File: src/rtl/rr_encoder32_pkg.sv
// rtl/rr_encoder32_pkg.sv - shared sizes and state encoding for the round-robin encoder
package rr_encoder32_pkg;

  localparam int N     = 32;
  localparam int IDX_W = 5;

  typedef enum logic {
    IDLE  = 1'b0,
    GRANT = 1'b1
  } state_t;

endpackage

File: src/rtl/rr_encoder32_if.sv
// rtl/rr_encoder32_if.sv - request/grant handshake bundle between requesters and the encoder
interface rr_encoder32_if;
  import rr_encoder32_pkg::*;

  logic             enable;
  logic [N-1:0]     req;
  logic             ack;
  logic             valid;
  logic [IDX_W-1:0] index;
  logic [N-1:0]     grant;
  logic             any_req;

  modport master (
    output enable, req, ack,
    input  valid, index, grant, any_req
  );

  modport slave (
    input  enable, req, ack,
    output valid, index, grant, any_req
  );

endinterface

File: src/rtl/rr_encoder32_pri_enc32.sv
// rtl/rr_encoder32_pri_enc32.sv - first set bit at or above start, wrapping 31 -> 0
module pri_enc32
  import rr_encoder32_pkg::*;
(
  input  logic [N-1:0]     req,
  input  logic [IDX_W-1:0] start,
  output logic             found,
  output logic [IDX_W-1:0] idx
);

  logic [2*N-1:0]   doubled;
  logic [N-1:0]     rotated;
  logic [IDX_W-1:0] lsb;

  // Rotating right by start puts the scan origin at bit 0; the wrap is free in 5-bit add.
  assign doubled = {req, req} >> start;
  assign rotated = doubled[N-1:0];

  always_comb begin
    lsb = '0;
    for (int i = N - 1; i >= 0; i--) begin
      if (rotated[i]) begin
        lsb = i[IDX_W-1:0];
      end
    end
  end

  assign found = |req;
  assign idx   = lsb + start;

endmodule

File: src/rtl/rr_encoder32.sv
// rtl/rr_encoder32.sv - round-robin 32-to-5 encoder with held grant and valid/ack handshake
module rr_encoder32
  import rr_encoder32_pkg::*;
(
  input  logic           clock,
  input  logic           reset,
  rr_encoder32_if.slave  bus
);

  state_t           state, state_nx;
  logic [IDX_W-1:0] pointer, pointer_nx;
  logic [IDX_W-1:0] index_q, index_nx;
  logic [IDX_W-1:0] start;
  logic [N-1:0]     gated_req;
  logic             found;
  logic [IDX_W-1:0] pick;

  // req is masked so an undriven bus cannot leak into the selection while disabled.
  assign gated_req = bus.enable ? bus.req : '0;

  // On ack the scan starts just past the acknowledged source, i.e. the updated pointer.
  assign start = (state == GRANT) ? (index_q + 1'b1) : pointer;

  pri_enc32 u_pri_enc (
    .req   (gated_req),
    .start (start),
    .found (found),
    .idx   (pick)
  );

  always_comb begin
    state_nx   = state;
    pointer_nx = pointer;
    index_nx   = index_q;
    case (state)
      IDLE: begin
        if (found) begin
          index_nx = pick;
          state_nx = GRANT;
        end else begin
          index_nx = '0;
        end
      end
      GRANT: begin
        if (bus.ack) begin
          pointer_nx = index_q + 1'b1;
          if (found) begin
            index_nx = pick;
          end else begin
            index_nx = '0;
            state_nx = IDLE;
          end
        end
      end
      default: begin
        state_nx = IDLE;
        index_nx = '0;
      end
    endcase
  end

  always_ff @(posedge clock or negedge reset) begin
    if (!reset) begin
      state   <= IDLE;
      pointer <= '0;
      index_q <= '0;
    end else begin
      state   <= state_nx;
      pointer <= pointer_nx;
      index_q <= index_nx;
    end
  end

  assign bus.valid   = (state == GRANT);
  assign bus.index   = index_q;
  assign bus.grant   = bus.valid ? (N'(1) << index_q) : '0;
  assign bus.any_req = |bus.req;

endmodule

File: src/flat_wrapper.sv
// flat-port wrapper written by rule: the top's interface ports become plain ports
module rr_encoder32_flat import rr_encoder32_pkg::*;
  (clock, reset, bus_enable, bus_req, bus_ack, bus_valid, bus_index, bus_grant, bus_any_req);
  rr_encoder32_if bus_i ();
  input  logic clock;
  input  logic reset;
  input wire logic [$bits(bus_i.enable)-1:0] bus_enable;
  input wire logic [$bits(bus_i.req)-1:0] bus_req;
  input wire logic [$bits(bus_i.ack)-1:0] bus_ack;
  output wire logic [$bits(bus_i.valid)-1:0] bus_valid;
  output wire logic [$bits(bus_i.index)-1:0] bus_index;
  output wire logic [$bits(bus_i.grant)-1:0] bus_grant;
  output wire logic [$bits(bus_i.any_req)-1:0] bus_any_req;
  assign bus_i.enable = bus_enable;
  assign bus_i.req = bus_req;
  assign bus_i.ack = bus_ack;
  assign bus_valid = bus_i.valid;
  assign bus_index = bus_i.index;
  assign bus_grant = bus_i.grant;
  assign bus_any_req = bus_i.any_req;
  rr_encoder32 u_core (.clock(clock), .reset(reset), .bus(bus_i));
endmodule
File: config.mk
export PLATFORM = sky130hd
export DESIGN_NAME = rr_encoder32_flat
export DESIGN_NICKNAME = d
export VERILOG_FILES = /design/src/rtl/rr_encoder32_pkg.sv /design/src/rtl/rr_encoder32_if.sv /design/src/rtl/rr_encoder32_pri_enc32.sv /design/src/rtl/rr_encoder32.sv /design/src/flat_wrapper.sv
export SDC_FILE = /design/constraint.sdc
export NUM_CORES = 1
export LEC_CHECK = 0
export BUFFER_PORTS_ARGS = -buffer_cell sky130_fd_sc_hd__buf_2
export CORE_MARGIN = 5
export CORE_UTILIZATION = 54
export CTS_BUF_LIST = sky130_fd_sc_hd__clkbuf_8
export DETAILED_ROUTE_END_ITERATION = 10
export GPL_ROUTABILITY_DRIVEN = 1
export GPL_TIMING_DRIVEN = 0
export PLACE_DENSITY_LB_ADDON = 0.2
export SETUP_SLACK_MARGIN = 0.3
export SYNTH_ARGS = -nofsm -noshare
export SYNTH_HDL_FRONTEND = slang
export SYNTH_SLANG_ARGS = --single-unit
File: constraint.sdc
create_clock -name clock -period 4.24 [get_ports clock]
set_input_delay 0.848 -clock clock [delete_from_list [all_inputs] [get_ports clock]]
set_output_delay 0.848 -clock clock [all_outputs]
set_load 0.02 [all_outputs]
==> summary.md <==
| Metric | Value |
|---|---|
| Status | `finished, violations left` |
| Failing checks | `negative setup slack` |
| # setup viols final | `4` |
| ANT cells | `0` |
| CP delay by family, top | `compound AO/OA/AOI/OAI gates` |
| #FFs+latches synth | `11` |
| Final Skew | `0.005080 ns` |
| Final Hold Viols | `0` |
| Routability congestion estimate | `1.037` |
| Top Ports | `75` |
| VDD IR max | `0.4461 mV` |
| Fmax | `0.2144 GHz` |
| Top-count cell post-synth | `nand2_1` |
| Synth Net Count | `542` |
| Worst Path Required | `4.38 ns` |
| Layout cells sized above 1 | `42.57%` |
| Mapped Cells | `496` |
| CTS Buf Count | `3` |
| Met2 Wirelength | `7159 um` |
| Yosys Warn Count | `0` |
| Least-Margin Pin Slew | `0.6058 ns` |
| Die ar. | `9412 um2` |
| Initial Utilization | `55.78%` |
| Number of max-cap violations | `0` |
| Sequential fraction of the synthesis area | `6.732%` |
| CTS clk-pin slew, worst paths | `0.05 ns` |
| CP startpoint | `u_core.bus.index[0]` |
| Slowest stage delay, CP | `0.46 ns` |
| Final min period | `4.663 ns` |
| Largest net degree at the start of global routing | `12` |
| Clock buffer depth | `2` |
| Dpl cells | `668` |
| Post-Synthesis Cell Area | `4089 um2` |
| CP max-delay cell | `dfrtp_2` |
| Wire length on met3 | `1797 um` |
| Routed wire length | `16,390 um` |
| Row count | `31` |
| CP Class | `reg -> reg` |
| First-iteration detailed-routing DRC count | `537` |
| CTS tree | `built` |
| Top layer reached by signal wires | `met4` |
| Vias in the first global route | `4,778` |
| Relative max-transition margin | `59.61%` |
| Synth area leader | `mux4_2` |
| CTS H-tree lvls | `1` |
| Kind of start point of the critical path | `register` |
| Area Growth Syn to Fin | `29.90%` |
| Worst path most repeated cell | `ha_4` |
| First-pass GRT wire length | `25,210 um` |
| Beginning of the worst register-to-register path | `u_core.bus.index[0]` |
| CP Capture Type | `register` |
| Mean Syn Cell Area | `8.244 um2` |
| 1st-pass router iterations | `5` |
| Total grt overflow | `0` |
| CTS hold repair buffers | `0` |
| Tot Pwr | `4.510 mW` |
| Overall Global Routing Usage | `32.51%` |
| Die width | `97.02 um` |
| Post-synth ARST share | `100.0%` |
| Setup TNS | `-1.018 ns` |
| DR vias | `5,085` |
| PortBufs | `73` |
| Layout Cells excl Fill | `698` |
| Area contributors post-synth | `mux4_2 (22%), mux2i_1 (11%), dfrtp_1 (6.7%), nand2_1 (4.9%), nor2_1 (4.0%)` |
| Post-route ant nets | `0` |
| Area share of the largest cell type after synthesis | `22.03%` |
| Clk_lat worst skew | `0.25 ns` |
| Vias/cell | `7.285` |
| Ys flop type | `dfrtp_1` |
| Initial antenna violation count | `0` |
| WL met1 | `6140 um` |
| EDFF count, synth | `0` |
| Max Slew Vio Count | `0` |
| CTS Sinks | `11` |
| Core ar. | `7331 um2` |
| Crit Path Max Fanout | `10` |
| Root Buffer | `clkbuf_8` |
| Nets | `646` |
| Post-route setup slack | `-0.4231 ns` |
| Crit path buffers/inverters | `5` |
| Die Y | `97.02 um` |
| Routed len/inst | `23.47 um` |
| Hold WS | `0.4758 ns` |
| Min-delay worst type | `in -> async` |
| Post-DP HPWL | `12,090 um` |
| Number of remaining DRC errors | `0` |
| Pre-CTS setup slack | `-0.6720 ns` |
| Arrival @ worst endpoint | `4.81 ns` |
| Most common library cells after synthesis | `nand2_1 (53), mux2i_1 (45), nor2_1 (44)` |
| Leak | `2.193 nW` |
| PwrDens | `849.2 nW/um2` |
| Distinct cells, synth | `70` |
| Fin crit share | `110.0%` |
| RSZ-0062 raised after global routing | `true` |
| Critical-path cell list | `ha_4 > ha_4 > mux2_4 > inv_8 > buf_8 > buf_12 > mux4_2 > a22oi_2 > buf_4 > buf_6 > mux2i_4 > o311a_1 > o21ai_1 > o2111ai_1 > o2111ai_1 > a31oi_1 > nor3_2 > ha_2 > ha_4 > nand3_1 > nand2_1 > a211oi_2 > xnor2_1 > o32ai_2` |
## area by class of cell
class,count,area [um2]
Buffer,39,306.5
Clock buffer,3,41.29
Clock inverter,1,3.754
Fill cell,526,2019
Inverter,9,41.29
Multi-Input combinational cell,437,3865
Sequential cell,11,279.0
Tap cell,99,123.9
Timing Repair Buffer,99,650.6
## state kept, by name (all words and copies together), names as in the netlist
name	count
u_core.bus.valid	1
u_core.bus.index	5
u_core.pointer	5
## metrics by stage
| step | util (%) | cell area [um2] |
|---|---|---|
| 2_1_floorplan | - | 4275 |
| 3_3_place_gp | 64.99 | 4765 |
| 3_5_place_dp | 64.99 | 4765 |
| 4_1_cts | 70.61 | 5176 |
| 5_1_grt | 72.45 | 5311 |
| 6_report | 72.45 | 5311 |
## cell families (layout without fill, tap and decap cells)
family,count (synthesis),in the layout,share of synthesized area [%]
compound gates,130,130,22.43
xor+xnor,7,7,1.499
fa+ha+maj,10,10,3.060
buf+inv,48,151,6.579
flops,11,11,6.732
mux,93,93,35.62
simple gates,197,197,24.08
## layer usage
layer | GRT usage (%) | vias to the layer above
li1 | - | 2161
met1 | 42.19 | 2340
met2 | 50.80 | 445
met3 | 5.612 | 139
met4 | 18.79 | 0
met5 | 0 | -
## what timing repair did
action	CTS	global route
gates resized for setup	43	15
cloned	2	1
pin swaps	19	14
endpoints found under the setup margin	5	5
buffers inserted	17	6
## where the power goes
group          switching (mW)  total (mW)  internal [mW]
clock                  0.0431       0.107         0.0639
sequential             0.0382       0.185          0.146
combinational            2.38        4.22           1.84
## placed cells by master, fill, tap and decap left out, drive strengths merged, types with 10 or more instances in the layout
master / netlist / layout
buf: 25 / 121
nand2: 55 / 55
mux2i: 46 / 46
nor2: 44 / 44
mux4: 40 / 40
a21oi: 31 / 31
nor3: 26 / 26
o21ai: 19 / 19
clkbuf: 14 / 19
nand3: 18 / 18
a221oi: 12 / 12
dfrtp: 11 / 11
a22oi: 10 / 10
nor2b: 10 / 10
ha: 10 / 10
## worst paths after layout
path	slack, ns	depth (start not counted)	endpoint
min reg2reg	0.48	2	u_core.pointer[2]
max	-0.42	24	u_core.bus.index[4]
min	0.48	1	u_core.pointer[1]
min in group clock	0.48	2	u_core.pointer[2]
max in group asynchronous	3.53	1	u_core.bus.index[2]
max reg2reg	-0.42	24	u_core.bus.index[4]
Note: power is estimated with default switching activity, not from simulation.
